$ cat src/rtl/bitser_rr_arbiter.sv
// Packet-granular round-robin arbiter sharing one bit-serial adder port between N_REQ streams.
// Grant is held from first to last flit; per-packet status is reported one cycle after completion.
module bitser_rr_arbiter #(
    parameter int unsigned N_REQ = 4,
    parameter int unsigned ID_W  = 2,
    parameter int unsigned LEN_W = 8
) (
    input  logic             i_clk,
    input  logic             i_reset_n,
    input  logic [N_REQ-1:0] i_req_A,
    input  logic [N_REQ-1:0] i_req_B,
    input  logic [N_REQ-1:0] i_req_vld,
    input  logic [N_REQ-1:0] i_req_last,
    output logic [N_REQ-1:0] o_req_rdy,
    output logic             o_A,
    output logic             o_B,
    output logic             o_vld,
    output logic             o_last,
    input  logic             i_rdy,
    output logic [ID_W-1:0]  o_id,
    input  logic             i_ovf,
    output logic             o_pkt_done,
    output logic [ID_W-1:0]  o_pkt_id,
    output logic [LEN_W-1:0] o_pkt_len,
    output logic             o_pkt_ovf
);

    typedef enum logic {StIdle = 1'b0, StBusy = 1'b1} state_e;

    localparam logic [ID_W-1:0] PtrRst = ID_W'(N_REQ - 1);

    state_e           state_q, state_d;
    logic [ID_W-1:0]  ptr_q, ptr_d;
    logic [ID_W-1:0]  grant_q, grant_d;
    logic [LEN_W-1:0] cnt_q, cnt_d;
    logic             pkt_done_q, pkt_done_d;
    logic [ID_W-1:0]  pkt_id_q, pkt_id_d;
    logic [LEN_W-1:0] pkt_len_q, pkt_len_d;
    logic             pkt_ovf_q, pkt_ovf_d;

    logic             arb_found;
    logic [ID_W-1:0]  arb_idx;
    logic [LEN_W-1:0] cnt_inc;
    logic             hs;

    always_ff @(posedge i_clk or negedge i_reset_n) begin
        if (!i_reset_n) begin
            state_q    <= StIdle;
            ptr_q      <= PtrRst;
            grant_q    <= '0;
            cnt_q      <= '0;
            pkt_done_q <= 1'b0;
            pkt_id_q   <= '0;
            pkt_len_q  <= '0;
            pkt_ovf_q  <= 1'b0;
        end else begin
            state_q    <= state_d;
            ptr_q      <= ptr_d;
            grant_q    <= grant_d;
            cnt_q      <= cnt_d;
            pkt_done_q <= pkt_done_d;
            pkt_id_q   <= pkt_id_d;
            pkt_len_q  <= pkt_len_d;
            pkt_ovf_q  <= pkt_ovf_d;
        end
    end

    // Search starts just past the last winner, so the previous owner has lowest priority.
    always_comb begin
        int unsigned cand;
        cand      = 0;
        arb_found = 1'b0;
        arb_idx   = '0;
        for (int unsigned i = 1; i <= N_REQ; i++) begin
            cand = (32'(ptr_q) + i) % N_REQ;
            if (!arb_found && i_req_vld[cand[ID_W-1:0]]) begin
                arb_found = 1'b1;
                arb_idx   = cand[ID_W-1:0];
            end
        end
    end

    assign cnt_inc = (&cnt_q) ? cnt_q : cnt_q + LEN_W'(1);
    assign hs      = o_vld & i_rdy;

    always_comb begin
        state_d    = state_q;
        ptr_d      = ptr_q;
        grant_d    = grant_q;
        cnt_d      = cnt_q;
        pkt_done_d = 1'b0;
        pkt_id_d   = pkt_id_q;
        pkt_len_d  = pkt_len_q;
        pkt_ovf_d  = pkt_ovf_q;
        unique case (state_q)
            StIdle: begin
                if (arb_found) begin
                    grant_d = arb_idx;
                    state_d = StBusy;
                end
            end
            StBusy: begin
                if (hs) begin
                    if (o_last) begin
                        pkt_done_d = 1'b1;
                        pkt_id_d   = grant_q;
                        pkt_len_d  = cnt_inc;
                        pkt_ovf_d  = i_ovf;
                        ptr_d      = grant_q;
                        cnt_d      = '0;
                        state_d    = StIdle;
                    end else begin
                        cnt_d = cnt_inc;
                    end
                end
            end
            default: state_d = StIdle;
        endcase
    end

    always_comb begin
        o_A       = 1'b0;
        o_B       = 1'b0;
        o_vld     = 1'b0;
        o_last    = 1'b0;
        o_req_rdy = '0;
        if (state_q == StBusy) begin
            o_A                = i_req_A[grant_q];
            o_B                = i_req_B[grant_q];
            o_vld              = i_req_vld[grant_q];
            o_last             = i_req_last[grant_q];
            o_req_rdy[grant_q] = i_rdy;
        end
    end

    assign o_id       = grant_q;
    assign o_pkt_done = pkt_done_q;
    assign o_pkt_id   = pkt_id_q;
    assign o_pkt_len  = pkt_len_q;
    assign o_pkt_ovf  = pkt_ovf_q;

endmodule

$ cat config.mk
export PLATFORM = sky130hd
export DESIGN_NAME = bitser_rr_arbiter
export DESIGN_NICKNAME = d
export VERILOG_FILES = /design/src/rtl/bitser_rr_arbiter.sv
export SDC_FILE = /design/constraint.sdc
export NUM_CORES = 1
export LEC_CHECK = 0
export ABC_AREA = 1
export CAP_MARGIN = 20
export CORE_ASPECT_RATIO = 1.2
export CORE_MARGIN = 4
export CORE_UTILIZATION = 49
export DETAILED_ROUTE_END_ITERATION = 6
export PLACE_DENSITY = 0.88
export SYNTH_ARGS = -nofsm -noshare
export SYNTH_HDL_FRONTEND = slang
export SYNTH_SLANG_ARGS = --single-unit
$ cat constraint.sdc
create_clock -name i_clk -period 2.2 [get_ports i_clk]
set_clock_uncertainty 0.15 [all_clocks]
set_input_delay 0.66 -clock i_clk [delete_from_list [all_inputs] [get_ports i_clk]]
set_output_delay 0.66 -clock i_clk [all_outputs]
set_load 0.01 [all_outputs]
* Yosys cells after proc, flatten, opt, wreduce, memory -nomap -nowiden
Cells that the tools add are included.
** Storage, ports and cells
- Register bits after elaboration :: 25
- Bits of input ports :: 20
** Cells by class
- Add/subtract/negate cells :: 5
- $lt $le $gt $ge :: 6
- Muxes and demuxes :: 40
- Bitwise logic cells :: 3
- Reductions and logical operators :: 11
** Operators with widths (count)
- two-way mux 1 bit :: 23
- binary-select mux 1 bit (select 2 bit) :: 8
- two-way mux 8 bit :: 2
- < comparator 2 x 3 -> 1 bit (second input constant) :: 5
- adder 8 x 1 -> 8 bit (second input constant) :: 1
- two-way mux 2 bit :: 4
- AND reduction 8 bit :: 1
- adder 2 x 1 -> 2 bit (second input constant) :: 2
- adder 2 bit (second input constant) :: 2
- bitwise AND 4 bit :: 1
- logical AND 1 bit :: 4
- two-way mux 4 bit :: 1
- AND reduction 2 bit :: 2
- logical NOT 1 bit :: 3
- AND reduction 3 bit :: 1
- demux 1 bit (select 2 bit) :: 1
- greater-or-equal comparator 2 x 1 -> 1 bit (second input constant) :: 1
- one-hot mux 1 bit (2 select lines) :: 1
- bitwise AND 1 bit :: 1
- NOT 1 bit :: 1

* Logic depth before layout (Yosys ltp)
Gate-level depths: netlist of the first run.
- Depth in word-level cells :: 15
- Mapped depth :: 12
- Depth with buffers taken out :: 11

* Least setup slack after synthesis of the first run
Ideal clock, no wire load.
- Kind :: input to output
- Start point :: input i_req_last[0]
- End point :: output o_last
- Arrival :: 1259 ps
- Required time :: 1390 ps
- Setup slack :: 131 ps
- Cell stages on the path :: 5
- Cell sequence :: a22oi_1 > nand2_2 > nand2_4 > buf_6 > inv_1
** Between the ends
- Word-level cells in the longest chain between the ends :: 3
** RTL lines
- from (decl) :: line 13 : input logic [N_REQ-1:0] i_req_last,
- binary-select mux 1 bit (select 2 bit) :: line 131 : o_last = i_req_last[grant_q];
- two-way mux 1 bit (implied by the code) :: line 131
- two-way mux 1 bit :: line 127 : if (state_q == StBusy) begin
- to (decl) :: line 18 : output logic o_last,
No other way between the ends. The select of a mux whose other input is x is not followed.

* Worst setup path in the final report of the first run
- Start point :: register grant_q[1], in the netlist o_id[1]
- End point :: output o_vld
** Between the ends
- Word-level cells in the longest chain between the ends :: 3
** RTL lines
- from (decl) :: line 34 : logic [ID_W-1:0] grant_q, grant_d;
- from (signal assigned) :: line 59 : grant_q <= grant_d;
- binary-select mux 1 bit (select 2 bit) :: line 130 : o_vld = i_req_vld[grant_q];
- two-way mux 1 bit (implied by the code) :: line 130
- two-way mux 1 bit :: line 127
- to (decl) :: line 17 : output logic o_vld,
No other way between the ends. The select of a mux whose other input is x is not followed.

==> out/qor.yml, run 1 <==
floorplan:
  core_um2: 3340
  rows: 23
  die_width_um: 61.7
  start_util: 0.507
  die_h_um: 72.4
  die-area_um2: 4470
  io_pins: 42
power_and_ir_drop:
  seqPwrFrac: 0.294
  power_density_nw_per_um2: 1320
  p_int_mw: 1.63
  clkPwrFrac: 0.090
  switching_share: 0.461
  power_mw: 3.02
  p_leak_nw: 1.21
  vdd.ir_drop.worst_mv: 1.01
  combPwrFrac: 0.615
  power.switching_mw: 1.39
sta:
  hold_viol: 0
  worstMarginPinSlew_ns: 0.309
  period_needed_ns: 2.27
  setup_viol: 4
  setup_slack_ns: -0.0690
  tns_ns: -0.206
  fmax_mhz: 441
  max_slew_margin: 0.794
  fin_crit_sh: 1.03
  rsz0062_at_grt: "true"
  finalMaxSlewViolations: 0
final_layout:
  final_nets: 307
  instances_no_fill: 322
  most-common-layout-cells: "nand2_1, dfrtp_1, inv_1, dlygate4sd2_1, buf_4"
  n_antenna_cell: 0
  area_delta_synth_final_pct: 35.2
  drive_gt1_frac: 0.277
  mostFrequentLayoutCell: "nand2_1"
  utilization: 0.686
clock_tree:
  h-tree-depth: 1
  clkLatencyLatePin_ns: 0.27
  cts_max_path_buffers: 2
  clock-sinks: 25
  cts_buffers: 3
  cts_root_buffer: "clkbuf_8"
  cts_tree: "built"
  clk_pin_slew_ns: 0.08
place:
  finalWeightedCongestion: 0.880
  port-buffer-count: 41
  dp_cells: 315
  hpwl_um: 3110
status:
  status: "finished with violations"
  violations: "setup timing"
yosys:
  synth_area_leaders: "dfrtp_1, nand2_1, nand2_2"
  synth_fp_nets: 247
  synth.top_cell.area_share: 0.340
  ys_types: 31
  netlist_area_um2: 1690
  synth_warnings: 0
  syn_avg_cell_area_um2: 7.50
  yosysTopAreaCell: "dfrtp_1"
  seq_area_frac_synth: 0.371
  ys_seq_elements: 25
  synth_cells: 226
routing:
  drc: 0
  drt_iter0_markers: 119
  dr.pass1.iters: 4
  routed_wl_um: 4200
  avgViaCountPerCell: 5.21
  postRouteAntennaNets: 0
  vias: 1678
  wl_per_cell_um: 13.1
global_route:
  grt_max_degree: 26
  grt.met2_usage: 0.366
  grt_pass1_wl_um: 7360
  grt_overflow: 0
  grt_busiest_layer: "met2"
  grt_usage: 0.218
  grt_pass1_vias: 1616
  use_met3: 0.0302
  antenna_found_initial: 0
  grt.met1_usage: 0.273
worst_setup_path:
  crit_required_ns: 1.39
  criticalPathCategory: "flop to primary output"
  start_kind: "flop"
  arrival_ns: 1.46
  crit_fanout: 6
  end_kind: "primary output"
hold_path:
  min_path_type: "flop to flop"
job:
  drv_cap: 0
[Yosys cell counts]
master,n
nand2_4,2
nor2_8,2
inv_2,2
o21ai_1,4
nand2_8,1
dfrtp_1,23
nor2_2,2
buf_4,1
nand3_2,1
inv_1,20
xnor2_1,1
a21oi_1,1
dfstp_2,2
nand4_1,4
inv_4,2
nor3_1,3
and2_2,1
nand3_1,15
clkbuf_1,1
a22oi_1,3
buf_12,1
nor2_4,3
o21ai_0,18
nand4_4,1
buf_6,4
a31oi_1,2
a22oi_2,1
ha_1,1
nand2_1,84
nand2_2,15
nor2_1,5
[cells by family (layout without fill, tap and decap cells)]
logic type / count (synthesis) / in the layout / synth area share
buffers and inverters: 31 / 90 / 0.101
AOI/OAI and AO/OA: 29 / 29 / 0.0960
and+or+nand+nor: 139 / 139 / 0.419
adders and majority gates: 1 / 1 / 0.00738
xor gates and xnor gates: 1 / 1 / 0.00517
DFF: 25 / 25 / 0.371
[worst max-delay path, cell delays in order (launching register included)]
cell and delay [ns]:
dfrtp_2 0.51, nor2_4 0.24, nand2_2 0.10, nand4_4 0.10, and2_4 0.14, buf_6 0.09
[through the flow]
stage	area [um^2]	worst slack (ns)	hold WS, ns
after CTS	2280	-0.0872	0.355
after detailed placement	2220	-0.652	0.335
after global routing	2290	-0.173	0.372
after floorplan	1690	0.131	0.214
after global placement	2220	-0.628	0.316
final	2290	-0.0690	0.352
[per-layer routing]
metal,share of wire,vias up
li1,-,837
met3,0.044,15
met4,0.030,0
met2,0.51,55
met5,0,-
met1,0.41,771
[sequential cells by signal, summed over array words and instances (netlist names)]
register	cells
o_id	2
state_q	1
ptr_q	2
o_pkt_done	1
cnt_q	8
o_pkt_ovf	1
o_pkt_len	8
o_pkt_id	2
[cell type report]
class | count | area, um^2
Timing Repair Buffer | 62 | 533
Multi-Input combinational cell | 170 | 937
Clock inverter | 1 | 5.00
Fill cell | 278 | 1050
Tap cell | 37 | 46.3
Sequential cell | 25 | 631
Clock buffer | 3 | 41.3
Inverter | 24 | 97.6
[timing repair]
item / in CTS / in global routing
resized for setup: 67 / 2
pin swaps: 12 / 7
gates cloned: 0 / 0
buffers inserted: 3 / 0
setup endpoints to repair: 10 / 7
hold buffers: 0 / 0
[power groups by stage]
stage | clock, mW | combinational, mW | sequential, mW
floorplan | 0 | 1.16 | 0.839
global placement | 0 | 1.74 | 0.886
detailed placement | 0 | 1.79 | 0.887
CTS | 0.276 | 1.84 | 0.885
global route | 0.300 | 2.09 | 0.918
finish | 0.273 | 1.86 | 0.890
[worst paths after layout]
kind                           endpoint  cells past startpoint      start  slack (ns)
setup / recovery                  o_vld                      5    o_id[1]       -0.07
hold / removal                o_pkt_ovf                      2  o_pkt_ovf        0.35
setup reg to reg           o_pkt_len[7]                      9    o_id[1]        0.34
hold reg to reg               o_pkt_ovf                      2  o_pkt_ovf        0.35
max in group asynchronous      ptr_q[1]                      2  i_reset_n        1.02
min in group asynchronous  o_pkt_len[4]                      2  i_reset_n        0.59
Note: power is estimated with default switching activity, not from simulation.
==> run 2: changes to the inputs <==
Settings changed: HOLD_SLACK_MARGIN set to 0.06, SKIP_LAST_GASP set to 1.
==> run 2 against run 1 <==
  * Combinational power about the same
  * Routed wire length shrank 2.2%
  * Sequential cell count unchanged
  * Setup slack lost 0.028 ns
  * Total power is 1.1% lower
  * The run still ends with setup timing left
  * Global-route usage down 0.33 points
  * Highest routed layer unchanged
  * Utilization is 0.22 points lower
  * Cell area fell by 0.33%
  * Critical path depth unchanged
==> out/qor.yml, run 2 (synthesized netlist as in run 1, its figures left out) <==
status:
  status: "finished with violations"
  violations: "setup timing"
place:
  port-buffer-count: 41
  finalWeightedCongestion: 0.880
  hpwl_um: 3110
  post-place-ws_ns: -0.652
routing:
  drc: 0
  dr.pass1.iters: 4
  wl_met3_um: 172
  routed_wl_um: 4110
  wl_per_cell_um: 12.8
  drt_iter0_markers: 89
  routedLengthMet1_um: 1750
  vias: 1650
  highest-signal-layer: "met4"
  avgViaCountPerCell: 5.12
  postRouteAntennaNets: 0
  dr_wl_met2_um: 2090
clock_tree:
  clk_pin_slew_ns: 0.08
  cts_buffers: 3
  cts_tree: "built"
  clkLatencyLatePin_ns: 0.27
  cts_max_path_buffers: 2
  clock-sinks: 25
  hold_buffers: 0
  h-tree-depth: 1
  cts_root_buffer: "clkbuf_8"
worst_setup_path:
  arrival_ns: 1.49
  r2r_start: "o_id[1]"
  rrSetupSlack_ns: 0.33
  start_kind: "flop"
  criticalPathCategory: "flop to primary output"
  slowest_stage: "dfrtp_2"
  cp_slowest_stage_delay_ns: 0.52
  crit_family: "simple AND/OR/NAND/NOR gates"
  crit_required_ns: 1.39
  end_kind: "primary output"
  crit_fanout: 6
  critPathLaunch: "o_id[1]"
  worstReg2RegEnd: "cnt_q[4]"
  worstPathCellList: "nor2_4, nand2_2, nand4_4, and2_2, buf_2"
  crit_buf_inv: 1
  rr_worst_depth: 9
floorplan:
  rows: 23
  core_um2: 3340
  die_width_um: 61.7
  io_pins: 42
  start_util: 0.507
  die-area_um2: 4470
  die_h_um: 72.4
global_route:
  grt_pass1_wl_um: 7270
  grt_max_degree: 26
  antenna_found_initial: 0
  grt_pass1_vias: 1590
  grt_overflow: 0
  grt_usage: 0.214
final_layout:
  mostFrequentLayoutCell: "nand2_1"
  drive_gt1_frac: 0.277
  final_nets: 307
  n_antenna_cell: 0
  area_delta_synth_final_pct: 34.8
  most-common-layout-cells: "nand2_1, dfrtp_1, inv_1, dlygate4sd2_1, buf_4"
sta:
  period_needed_ns: 2.30
  setup_viol: 4
  finalMaxSlewViolations: 0
  fin_crit_sh: 1.04
  tns_ns: -0.256
  worstMarginPinSlew_ns: 0.317
  max_slew_margin: 0.789
  hold_viol: 0
  rsz0062_at_grt: "true"
  fmax_mhz: 435
  setup_slack_ns: -0.0971
power_and_ir_drop:
  vdd.ir_drop.worst_mv: 0.986
  power_mw: 2.99
  power_density_nw_per_um2: 1310
  p_leak_nw: 1.21
hold_path:
  hold_depth: 2
  min_to: "o_pkt_ovf"
  min_path_type: "flop to flop"
  hold_start: "o_pkt_ovf"
job:
  drv_cap: 0
[run 2: how the worst max path moves through the flow]
stage	slack [ns]	end	depth (start not counted)
3_3_place_gp	-0.63	o_vld	5
5_1_grt	-0.17	o_B	4
6_report	-0.1	o_vld	5
2_1_floorplan	0.13	o_last	5
4_1_cts	-0.09	o_vld	5
3_5_place_dp	-0.65	o_vld	5
[run 2: layer usage]
metal | vias to the layer above | GRT usage
li1 | 840 | -
met1 | 750 | 0.273
met2 | 51 | 0.355
met3 | 9 | 0.0302
met4 | 0 | 0.0896
met5 | - | 0
[run 2: cell type report]
| class | instances | area, um^2 |
|---|---|---|
| Fill cell | 282 | 1050 |
| Multi-Input combinational cell | 170 | 936 |
| Sequential cell | 25 | 631 |
| Timing Repair Buffer | 62 | 527 |
| Inverter | 24 | 97.6 |
| Tap cell | 37 | 46.3 |
| Clock buffer | 3 | 41.3 |
| Clock inverter | 1 | 5.00 |
[run 2: stage by stage]
stage | instance area (um^2) | cells | util | hold WS (ns)
5_1_grt | 2280 | 322 | 0.684 | 0.372
3_5_place_dp | 2220 | 315 | 0.666 | 0.335
3_3_place_gp | 2220 | 315 | 0.666 | 0.316
6_report | 2280 | 322 | 0.684 | 0.351
4_1_cts | 2280 | 322 | 0.682 | 0.355
2_1_floorplan | 1690 | 226 | - | 0.214
[run 2: report_power, final]
part           switching, mW  internal (mW)  total (mW)  leakage, nW
Combinational           1.02          0.816        1.83        0.860
Clock                  0.144          0.127       0.271       0.0255
Sequential             0.221          0.667       0.889        0.321
[run 2: repair_timing]
| action | CTS | global route |
|---|---|---|
| pin swaps | 12 | 6 |
| buffers inserted | 3 | 0 |
| gates resized for setup | 66 | 1 |
| endpoints found under the setup margin | 10 | 7 |
[run 2: tightest hold or removal path, delay by kind of cell, from the launching register on]
kind / cells / cell delay [ns]
compound gates: 1 / 0.07
flops: 1 / 0.34
simple gates: 1 / 0.06
